### src/rtl/cache_pkg.sv
// Shared definitions for the direct-mapped write-through data cache:
// default geometry, derived widths and controller state encoding.
package cache_pkg;

    localparam int DEF_ADDR_W = 32;
    localparam int DEF_DATA_W = 32;
    localparam int DEF_IDX_W  = 4;
    localparam int DEF_CNT_W  = 16;

    localparam int TAG_W = DEF_ADDR_W - DEF_IDX_W - 2;
    localparam int LINES = 2 ** DEF_IDX_W;

    localparam logic [1:0] ST_IDLE    = 2'd0;
    localparam logic [1:0] ST_RD_WAIT = 2'd1;
    localparam logic [1:0] ST_WR_WAIT = 2'd2;

endpackage

### src/rtl/dcache_array.sv
// Line storage for the data cache: valid/tag/data per line, asynchronous read,
// synchronous write, valid bits cleared asynchronously on reset.
module dcache_array
    import cache_pkg::*;
#(
    parameter int IDX_W      = DEF_IDX_W,
    parameter int LINE_TAG_W = TAG_W,
    parameter int DATA_W     = DEF_DATA_W
) (
    input  logic                  clk,
    input  logic                  rst,
    input  logic [IDX_W-1:0]      rd_idx,
    output logic                  rd_valid,
    output logic [LINE_TAG_W-1:0] rd_tag,
    output logic [DATA_W-1:0]     rd_data,
    input  logic                  wr_en,
    input  logic [IDX_W-1:0]      wr_idx,
    input  logic [LINE_TAG_W-1:0] wr_tag,
    input  logic [DATA_W-1:0]     wr_data
);

    localparam int LINES_N = 2 ** IDX_W;

    logic [LINES_N-1:0]    valid_q, valid_d;
    logic [LINE_TAG_W-1:0] tag_mem  [LINES_N];
    logic [DATA_W-1:0]     data_mem [LINES_N];

    always_comb begin
        valid_d = valid_q;
        if (wr_en) begin
            valid_d[wr_idx] = 1'b1;
        end
    end

    always_ff @(posedge clk or posedge rst) begin
        if (rst) begin
            valid_q <= '0;
        end else begin
            valid_q <= valid_d;
        end
    end

    // Tag/data need no reset: a line is only looked at once its valid bit is set.
    always_ff @(posedge clk) begin
        if (wr_en) begin
            tag_mem[wr_idx]  <= wr_tag;
            data_mem[wr_idx] <= wr_data;
        end
    end

    assign rd_valid = valid_q[rd_idx];
    assign rd_tag   = tag_mem[rd_idx];
    assign rd_data  = data_mem[rd_idx];

endmodule

### src/rtl/dcache_ctrl.sv
// Direct-mapped, write-through, no-write-allocate data cache controller that
// stalls the core on load misses and on every store.
module dcache_ctrl
    import cache_pkg::*;
#(
    parameter int ADDR_W = DEF_ADDR_W,
    parameter int DATA_W = DEF_DATA_W,
    parameter int IDX_W  = DEF_IDX_W,
    parameter int CNT_W  = DEF_CNT_W
) (
    input  logic              clk,
    input  logic              rst,
    input  logic [ADDR_W-1:0] cpu_addr,
    input  logic [DATA_W-1:0] cpu_wdata,
    input  logic              cpu_memread,
    input  logic              cpu_memwrite,
    output logic [DATA_W-1:0] cpu_rdata,
    output logic              cpu_stall,
    output logic [ADDR_W-1:0] mem_addr,
    output logic [DATA_W-1:0] mem_wdata,
    output logic              mem_read,
    output logic              mem_write,
    input  logic [DATA_W-1:0] mem_rdata,
    input  logic              mem_ready,
    output logic [CNT_W-1:0]  hit_count,
    output logic [CNT_W-1:0]  miss_count
);

    localparam int LINE_TAG_W = ADDR_W - IDX_W - 2;

    logic [1:0]            state_q, state_d;
    logic [ADDR_W-1:0]     mem_addr_q, mem_addr_d;
    logic [DATA_W-1:0]     mem_wdata_q, mem_wdata_d;
    logic                  mem_read_q, mem_read_d;
    logic                  mem_write_q, mem_write_d;
    logic [CNT_W-1:0]      hit_q, hit_d;
    logic [CNT_W-1:0]      miss_q, miss_d;

    logic [ADDR_W-1:0]     req_addr;
    logic [IDX_W-1:0]      req_idx;
    logic [LINE_TAG_W-1:0] req_tag;
    logic                  line_valid;
    logic [LINE_TAG_W-1:0] line_tag;
    logic [DATA_W-1:0]     line_data;
    logic                  line_hit;

    logic                  wr_en;
    logic [IDX_W-1:0]      wr_idx;
    logic [LINE_TAG_W-1:0] wr_tag;
    logic [DATA_W-1:0]     wr_data;

    logic                  unused_byte_offset;

    assign req_addr           = {cpu_addr[ADDR_W-1:2], 2'b00};
    assign req_idx            = cpu_addr[IDX_W+1:2];
    assign req_tag            = cpu_addr[ADDR_W-1:IDX_W+2];
    assign line_hit           = line_valid && (line_tag == req_tag);
    assign unused_byte_offset = ^cpu_addr[1:0];

    dcache_array #(
        .IDX_W      (IDX_W),
        .LINE_TAG_W (LINE_TAG_W),
        .DATA_W     (DATA_W)
    ) u_array (
        .clk      (clk),
        .rst      (rst),
        .rd_idx   (req_idx),
        .rd_valid (line_valid),
        .rd_tag   (line_tag),
        .rd_data  (line_data),
        .wr_en    (wr_en),
        .wr_idx   (wr_idx),
        .wr_tag   (wr_tag),
        .wr_data  (wr_data)
    );

    always_comb begin
        state_d     = state_q;
        mem_addr_d  = mem_addr_q;
        mem_wdata_d = mem_wdata_q;
        mem_read_d  = mem_read_q;
        mem_write_d = mem_write_q;
        hit_d       = hit_q;
        miss_d      = miss_q;
        cpu_stall   = 1'b0;
        cpu_rdata   = '0;
        wr_en       = 1'b0;
        wr_idx      = req_idx;
        wr_tag      = req_tag;
        wr_data     = cpu_wdata;

        case (state_q)
            ST_IDLE: begin
                // A store wins over a simultaneous load; the load is dropped.
                if (cpu_memwrite) begin
                    cpu_stall   = 1'b1;
                    mem_addr_d  = req_addr;
                    mem_wdata_d = cpu_wdata;
                    mem_write_d = 1'b1;
                    wr_en       = line_hit;
                    state_d     = ST_WR_WAIT;
                end else if (cpu_memread) begin
                    if (line_hit) begin
                        cpu_rdata = line_data;
                        hit_d     = hit_q + 1'b1;
                    end else begin
                        cpu_stall  = 1'b1;
                        mem_addr_d = req_addr;
                        mem_read_d = 1'b1;
                        miss_d     = miss_q + 1'b1;
                        state_d    = ST_RD_WAIT;
                    end
                end
            end
            ST_RD_WAIT: begin
                cpu_stall = ~mem_ready;
                if (mem_ready) begin
                    cpu_rdata  = mem_rdata;
                    wr_en      = 1'b1;
                    wr_idx     = mem_addr_q[IDX_W+1:2];
                    wr_tag     = mem_addr_q[ADDR_W-1:IDX_W+2];
                    wr_data    = mem_rdata;
                    mem_read_d = 1'b0;
                    state_d    = ST_IDLE;
                end
            end
            ST_WR_WAIT: begin
                cpu_stall = ~mem_ready;
                if (mem_ready) begin
                    mem_write_d = 1'b0;
                    state_d     = ST_IDLE;
                end
            end
            default: begin
                state_d = ST_IDLE;
            end
        endcase
    end

    always_ff @(posedge clk or posedge rst) begin
        if (rst) begin
            state_q     <= ST_IDLE;
            mem_addr_q  <= '0;
            mem_wdata_q <= '0;
            mem_read_q  <= 1'b0;
            mem_write_q <= 1'b0;
            hit_q       <= '0;
            miss_q      <= '0;
        end else begin
            state_q     <= state_d;
            mem_addr_q  <= mem_addr_d;
            mem_wdata_q <= mem_wdata_d;
            mem_read_q  <= mem_read_d;
            mem_write_q <= mem_write_d;
            hit_q       <= hit_d;
            miss_q      <= miss_d;
        end
    end

    assign mem_addr   = mem_addr_q;
    assign mem_wdata  = mem_wdata_q;
    assign mem_read   = mem_read_q;
    assign mem_write  = mem_write_q;
    assign hit_count  = hit_q;
    assign miss_count = miss_q;

endmodule

### config.mk
export PLATFORM = sky130hd
export DESIGN_NAME = dcache_ctrl
export DESIGN_NICKNAME = d
export VERILOG_FILES = /design/src/rtl/cache_pkg.sv /design/src/rtl/dcache_array.sv /design/src/rtl/dcache_ctrl.sv
export SDC_FILE = /design/constraint.sdc
export NUM_CORES = 1
export LEC_CHECK = 0
export ABC_AREA = 1
export CAP_MARGIN = 20
export CORE_UTILIZATION = 27
export DETAILED_ROUTE_END_ITERATION = 10
export SLEW_MARGIN = 20
export SYNTH_ARGS = -nofsm -noshare
export SYNTH_HDL_FRONTEND = slang
export SYNTH_SLANG_ARGS = --single-unit
### constraint.sdc
create_clock -name clk -period 10.4 [get_ports clk]
set_input_delay 2.08 -clock clk [delete_from_list [all_inputs] [get_ports clk]]
set_output_delay 2.08 -clock clk [all_outputs]
set_load 0.005 [all_outputs]
# After elaboration in Yosys (flattened, before gate mapping)
# Memories as Yosys holds them, arrays and structs flattened.
# Index checks and enable logic that the tools add are counted.
[word_totals]
out_inout_bits = 131
reg_bits = 116
mem_count = 2
word_cells = 85
inputBits = 101
mem_bits_rw = 928
[mem_list]
columns = ["memory", "words", "word_bits", "read_ports", "rd_ports_with_merged_regs", "wr", "line_no", "source"]
rows = [
  ["u_array.data_mem", 16, 32, 1, 0, 1, "dcache_array.sv:26", "logic [DATA_W-1:0] data_mem [LINES_N];"],
  ["u_array.tag_mem", 16, 26, 1, 0, 1, "dcache_array.sv:25", "logic [LINE_TAG_W-1:0] tag_mem [LINES_N];"],
]
[classes]
muxes = 39
n_eq_ne = 13
n_lt_le_gt_ge = 3
bitwise = 4
reduce_logical = 14
addsub = 2
[op_table]
columns = ["op", "n"]
rows = [
  ["2-to-1 mux 32 bit", 9],
  ["one-hot mux 32 bit (2 select lines)", 1],
  ["2-to-1 mux 26 bit", 2],
  ["adder 16 x 1 -> 16 bit, second input constant", 2],
  ["equality test 26 bit", 1],
  ["bitwise OR 16 bit", 1],
  ["2-to-1 mux 1 bit", 14],
  ["inequality test 2 bit, second input constant", 7],
  ["less-than comparator 4 x 5 -> 1 bit, second input constant", 2],
  ["AND reduction 3 bit", 3],
  ["2-to-1 mux 2 bit", 4],
  ["2-to-1 mux 4 bit", 2],
  ["one-hot mux 1 bit (2 select lines)", 4],
  ["AND reduction 4 bit", 2],
  ["inequality test 3 bit, second input constant", 2],
  ["nonzero test 2 bit", 3],
  ["AND reduction 5 bit", 1],
  ["binary-select mux 1 bit (select 4 bit)", 1],
  ["demux 1 bit (select 4 bit)", 1],
  [">= comparator 4 x 1 -> 1 bit, second input constant", 1],
  ["one-hot mux 2 bit (2 select lines)", 1],
  ["inverter 1 bit", 3],
  ["equality test 2 x 1 -> 1 bit, second input constant", 1],
  ["equality test 2 bit, second input constant", 1],
  ["5 further kinds", 6],
]

# Logic depth before layout (Yosys ltp)
# Gate-level depths: netlist of run 1.
[depth]
word_depth = 7
depth_mapped = 23
ltp_nobuf = 20

# By module
# From an unflattened synthesis of run 1, not the netlist that was laid out.
[hier_totals]
cells_unflattened = 4866
area_unflattened_um2 = 46781.1
[modules_own_cells]
columns = ["mod", "n_inst", "area_per_inst_um2", "cells_per_inst"]
rows = [
  ["dcache_array", 1, 40317.4, 3845],
  ["dcache_ctrl", 1, 6463.7, 1021],
]

# Worst setup path before layout of run 1
# Ideal clock, no wire load.
[synth_timing]
kind = "input -> output"
start = "in cpu_addr[4]"
end = "out cpu_rdata[0]"
stages = 14
arrival_time_ns = 3.984
path_buffers = 4
slack_ns = 4.336
cell_sequence = "buf_2 -> buf_1 -> clkbuf_1 -> nand3_1 -> nand3_1 -> nand2_1 -> inv_2 -> nand3_1 -> nor2_1 -> nand3_1 -> nor2_1 -> nand2_1 -> buf_2 -> o21ai_1"
[synth_via]
elab_chain_cells = 7
elab_cells_between_ends = 10
cone_classes = "eq/ne: 1; mux: 6; reduce/logical: 1; memory: 2"
[synth_lines]
columns = ["item", "line_no", "source"]
rows = [
  ["start, declared", "dcache_ctrl.sv:13", "input logic [ADDR_W-1:0] cpu_addr,"],
  ["memory read (16 x 26 bit) / binary-select mux 1 bit (select 4 bit) (equally long branches)", "--", ""],
  ["equality test 26 bit / 2-to-1 mux 1 bit (equally long branches)", "dcache_ctrl.sv:57, dcache_array.sv:51", ""],
  ["logical AND 1 bit", "dcache_ctrl.sv:57", "assign line_hit = line_valid && (line_tag == req_tag);"],
  ["2-to-1 mux 32 bit (*)", "dcache_ctrl.sv:103", "if (line_hit) begin"],
  ["2-to-1 mux 32 bit (*)", "dcache_ctrl.sv:102", "end else if (cpu_memread) begin"],
  ["2-to-1 mux 32 bit (*)", "dcache_ctrl.sv:95", "if (cpu_memwrite) begin"],
  ["one-hot mux 32 bit (2 select lines) (*)", "dcache_ctrl.sv:92", "case (state_q)"],
  ["end, declared", "dcache_ctrl.sv:17", "output logic [DATA_W-1:0] cpu_rdata,"],
]
# Mark *: on every way between the ends. The rest lies on a longest branch, timed or not. The select of a mux whose other input is x is not followed.

# Final worst setup path of run 1
[layout_timing]
start = "in cpu_addr[2]"
end = "out cpu_rdata[26]"
# Same word-level chain as after synthesis.

==> out/results.tsv, run 1 <==
stage	metric	value	unit
placed_design	Post-DP HPWL	72780	um
synthesis	synthesized area per cell	11.14	um^2
synthesis	post-synthesis register bit count	1042	
timing	Slew @ Worst Pin	1.146	ns
synthesis	post-synthesis mux area share	0	
global_routing	first-pass GRT wire length	189800	um
layout	design area	0.05238	mm^2
synthesis	yosys warns	0	
pwr	static leakage	19.32	nW
layout	FILL cells	16130	
global_routing	Overflow after GRT	0	
worst_setup_path	Worst R2R Path Depth	17	
synthesis	synthesized instance count	3933	
clock_tree	Max Root-Sink Buffers	3	
floorplanning	Core Rows	147	
detailed_routing	DRC viols	0	
floorplanning	Die Ht	404.9	um
placed_design	routability cong.	0.8606	
clock_tree	CTS tree	built	
worst_setup_path	crit path to	cpu_rdata[26]	
synthesis	post-synth top area cell	edfxtp_1	
synthesis	register area share after synthesis	0.7010	
detailed_routing	First-pass DRT Iterations	5	
timing	Final Hold Fails	0	
timing	Layout Skew	0.09406	ns
clock_tree	setup bufs post-CTS	0	
global_routing	vias in the first global route	29240	
worst_setup_path	Crit. End Element	output port	
detailed_routing	routed wire length	129800	um
clock_tree	clock latency on the worst-skew pair	0.77	ns
clock_tree	root buf cell	clkbuf_16	
timing	RSZ-0062 raised after global routing	false	
synthesis	Compound-Gate Fraction of Synth Area	0.08711	
pwr	largest vdd supply drop	0.1479	mV
floorplanning	die width	404.9	um
pwr	total power draw	0.01065	W
timing	endpoints failing setup	0	
timing	crit path time final	9.190	ns
worst_hold_path	worst hold path type	reg -> reg	
synthesis	Netlist cell types	41	
synthesis	synth top area cells	edfxtp_1, nand2_1, dfrtp_1	
clock_tree	TritonCTS Sinks	1042	
pwr	Pwr Density	203.4	mW/mm^2
layout	layout cell share with drive strength beyond 1	0.07457	
worst_setup_path	RR Endpoint	u_array.tag_mem[10][15]	
synthesis	most common flop cell mapped by yosys	edfxtp_1	
layout	Cell Count, Final, Fillers Out	6412	
worst_setup_path	CP required	8.32	ns
synthesis	post-synthesis xor/xnor area fraction	0.004197	
global_routing	gr usage total	0.1548	
timing	Final TNS setup	0	ns
placed_design	Inst Count DP	6199	
detailed_routing	routed length per instance	20.24	um
floorplanning	die area	0.1639	mm^2
clock_tree	TritonCTS buffer count	111	
worst_setup_path	Crit Path Max Fanout	157	
global_routing	largest net degree at the start of global routing	158	
detailed_routing	Routed Antenna Nets	0	
timing	max-slew violations	0	
synthesis	Post-synth EDFFs	928	
layout	Area growth, synth to finish	19.54	%
pwr	sw frac	0.2705	
synthesis	top cell type's share of synthesized area	0.6359	
placed_design	Placed Area	0.04872	mm^2
floorplanning	# IOs	232	
detailed_routing	vias per std cell	4.760	
worst_setup_path	RR Startpoint	u_array.tag_mem[6][6]	
synthesis	ys async rst share	0.1094	
pwr	Logic pwr share	0.152	
global_routing	initial antenna violation count	4	
floorplanning	core area	0.1608	mm^2
clock_tree	Hold Buf Count CTS	0	
floorplanning	Starting Density	0.2726	
timing	Final Worst Setup Slack	1.210	ns
worst_setup_path	Worst Setup SP	cpu_addr[2]	
placed_design	PortBufs	227	
worst_setup_path	Arrival @ worst endpoint	7.11	ns
placed_design	Placement Setup Slack	1.481	ns
pwr	sequential power share	0.480	
pwr	switching pwr	0.002881	W
timing	Fmax achieved	0.1088	GHz
job	MaxCap Viol Count	0	
synthesis	post-synthesis simple-gate area fraction	0.1562	
worst_setup_path	FF-to-FF setup slack	5.87	ns
worst_setup_path	Setup Crit Path Kind	in -> out	
worst_setup_path	CP Launch Type	input port	
pwr	Pint	0.007772	W
layout	Layout Nets	4259	
clock_tree	Reg clk slew, reported paths	0.06	ns
synthesis	cell area after synthesis	0.04382	mm^2
pwr	clock share of power	0.369	
clock_tree	H-tree levels	3	
run_status	outcome	completed	
synthesis	main combinational cell family by area after synthesis	simple AND/OR/NAND/NOR gates	
synthesis	Post-Synth Adder-Cell Area	0.001713	
detailed_routing	Initial DRC Count	3112	
detailed_routing	Vias	30520	
timing	max_slew headroom	0.2360	
timing	Final Cycle Share	0.8836	
clock_tree	CTS resizes	0	
[per-layer routing]
metal	GRT usage	wire length, um
met1	0.2152	56310
met4	0.04532	3231
met5	0	0
met2	0.2348	57320
met3	0.04149	12920
[worst min-delay path by stage]
stage / start / endpoint / slack [ns] / cells past startpoint
3_3_place_gp: u_array.valid_q[10] / u_array.valid_q[10] / 0.43 / 2
4_1_cts: u_array.valid_q[2] / u_array.valid_q[2] / 0.45 / 2
3_5_place_dp: u_array.valid_q[2] / u_array.valid_q[2] / 0.44 / 2
6_report: u_array.valid_q[14] / u_array.valid_q[14] / 0.45 / 2
5_1_grt: u_array.valid_q[6] / u_array.valid_q[6] / 0.46 / 2
2_1_floorplan: u_array.valid_q[10] / u_array.valid_q[10] / 0.42 / 2
[cell usage after synthesis, drive strengths merged (16+ instances only)]
library cell	instances
a221oi	75
nand3	337
dfrtp	114
buf	113
a21oi	224
inv	305
clkbuf	122
nor2	220
edfxtp	928
o21ai	246
o211ai	19
a32o	19
xor2	20
nand2	1087
a311oi	16
a221o	16
[layout by cell type, fill, tap and decap left out, types with 4 or more instances in the layout]
cell type and instances:
a221o_1 16, clkinv_1 12, o21ai_1 40, ha_1 5, clkbuf_1 32, o211ai_1 19
buf_4 110, clkbuf_8 15, bufinv_16 5, a311oi_1 16, a221oi_1 75, xor2_1 20
clkinvlp_4 5, a21oi_1 224, edfxtp_1 928, nor3_1 9, o21ai_0 205, nand2_2 4
dfrtp_1 114, nor4_1 10, o31ai_1 13, nor2_1 219, nand3_1 337, nand4_1 15
clkdlybuf4s50_1 223, clkinv_16 6, a32o_1 19, clkbuf_16 111, nand2_1 1083, clkinv_2 40
inv_1 284
[worst max-delay path: stages]
cell	delay (ns)
buf_8	0.23
inv_8	0.69
buf_4	0.39
nor2_1	0.06
nor2_1	0.08
o21ai_0	0.10
nand3_1	0.13
nand3_1	0.10
nand3_1	0.22
nand4_1	0.13
nor2_1	0.13
nand3_1	0.21
nor2_1	0.79
nand2_1	0.64
o21ai_0	0.36
clkdlybuf4s50_1	0.59
[metrics by stage]
stage               hold slack, ns    util
floorplan                   0.4187       -
global placement            0.4317  0.3031
detailed placement          0.4382  0.3031
CTS                         0.4526  0.3258
global route                0.4584  0.3259
finish                      0.4519  0.3259
[state kept, by name (all words and copies together), names as in the netlist]
| name | count |
|---|---|
| hit_count | 16 |
| mem_read | 1 |
| miss_count | 16 |
| state_q | 2 |
| u_array.valid_q | 16 |
| mem_addr | 30 |
| u_array.data_mem | 512 |
| mem_wdata | 32 |
| mem_write | 1 |
| u_array.tag_mem | 416 |
[kinds of logic (layout without fill, tap and decap cells)]
family                     Yosys count  count (layout)
adders and majority gates            6               6
buffers and inverters              542             859
other                                1               3
DFF                               1042            1042
AOI/OAI and AO/OA                  637             637
and+or+nand+nor                   1684            1684
xor gates and xnor gates            21              21
[power groups by stage]
stage | Sequential, W | Clock, W | Combinational (W)
2_1_floorplan | 0.00517 | 0 | 0.000754
3_3_place_gp | 0.00519 | 0 | 0.00159
3_5_place_dp | 0.00519 | 0 | 0.00161
4_1_cts | 0.00511 | 0.00400 | 0.00162
5_1_grt | 0.00513 | 0.00414 | 0.00177
6_report | 0.00511 | 0.00393 | 0.00161
[layout make-up]
type / count / area [um^2] / share of cell area
Timing Repair Buffer: 340 / 3161 / 0.06034
Inverter: 307 / 1200 / 0.02291
Antenna cell: 1 / 2.502 / 0.00004777
Sequential cell: 1042 / 30720 / 0.5864
Clock inverter: 54 / 550.5 / 0.01051
Tap cell: 2160 / 2703 / 0.05159
Clock buffer: 158 / 3104 / 0.05926
Multi-Input combinational cell: 2350 / 10940 / 0.2089
No activity file was read; power rests on OpenSTA's default activity.
==> run 2, diff against run 1 <==
Settings changed: CAP_MARGIN 20 to 10.
==> results of run 2 <==
The final DEF is identical to that of run 1; final timing and power are the same.
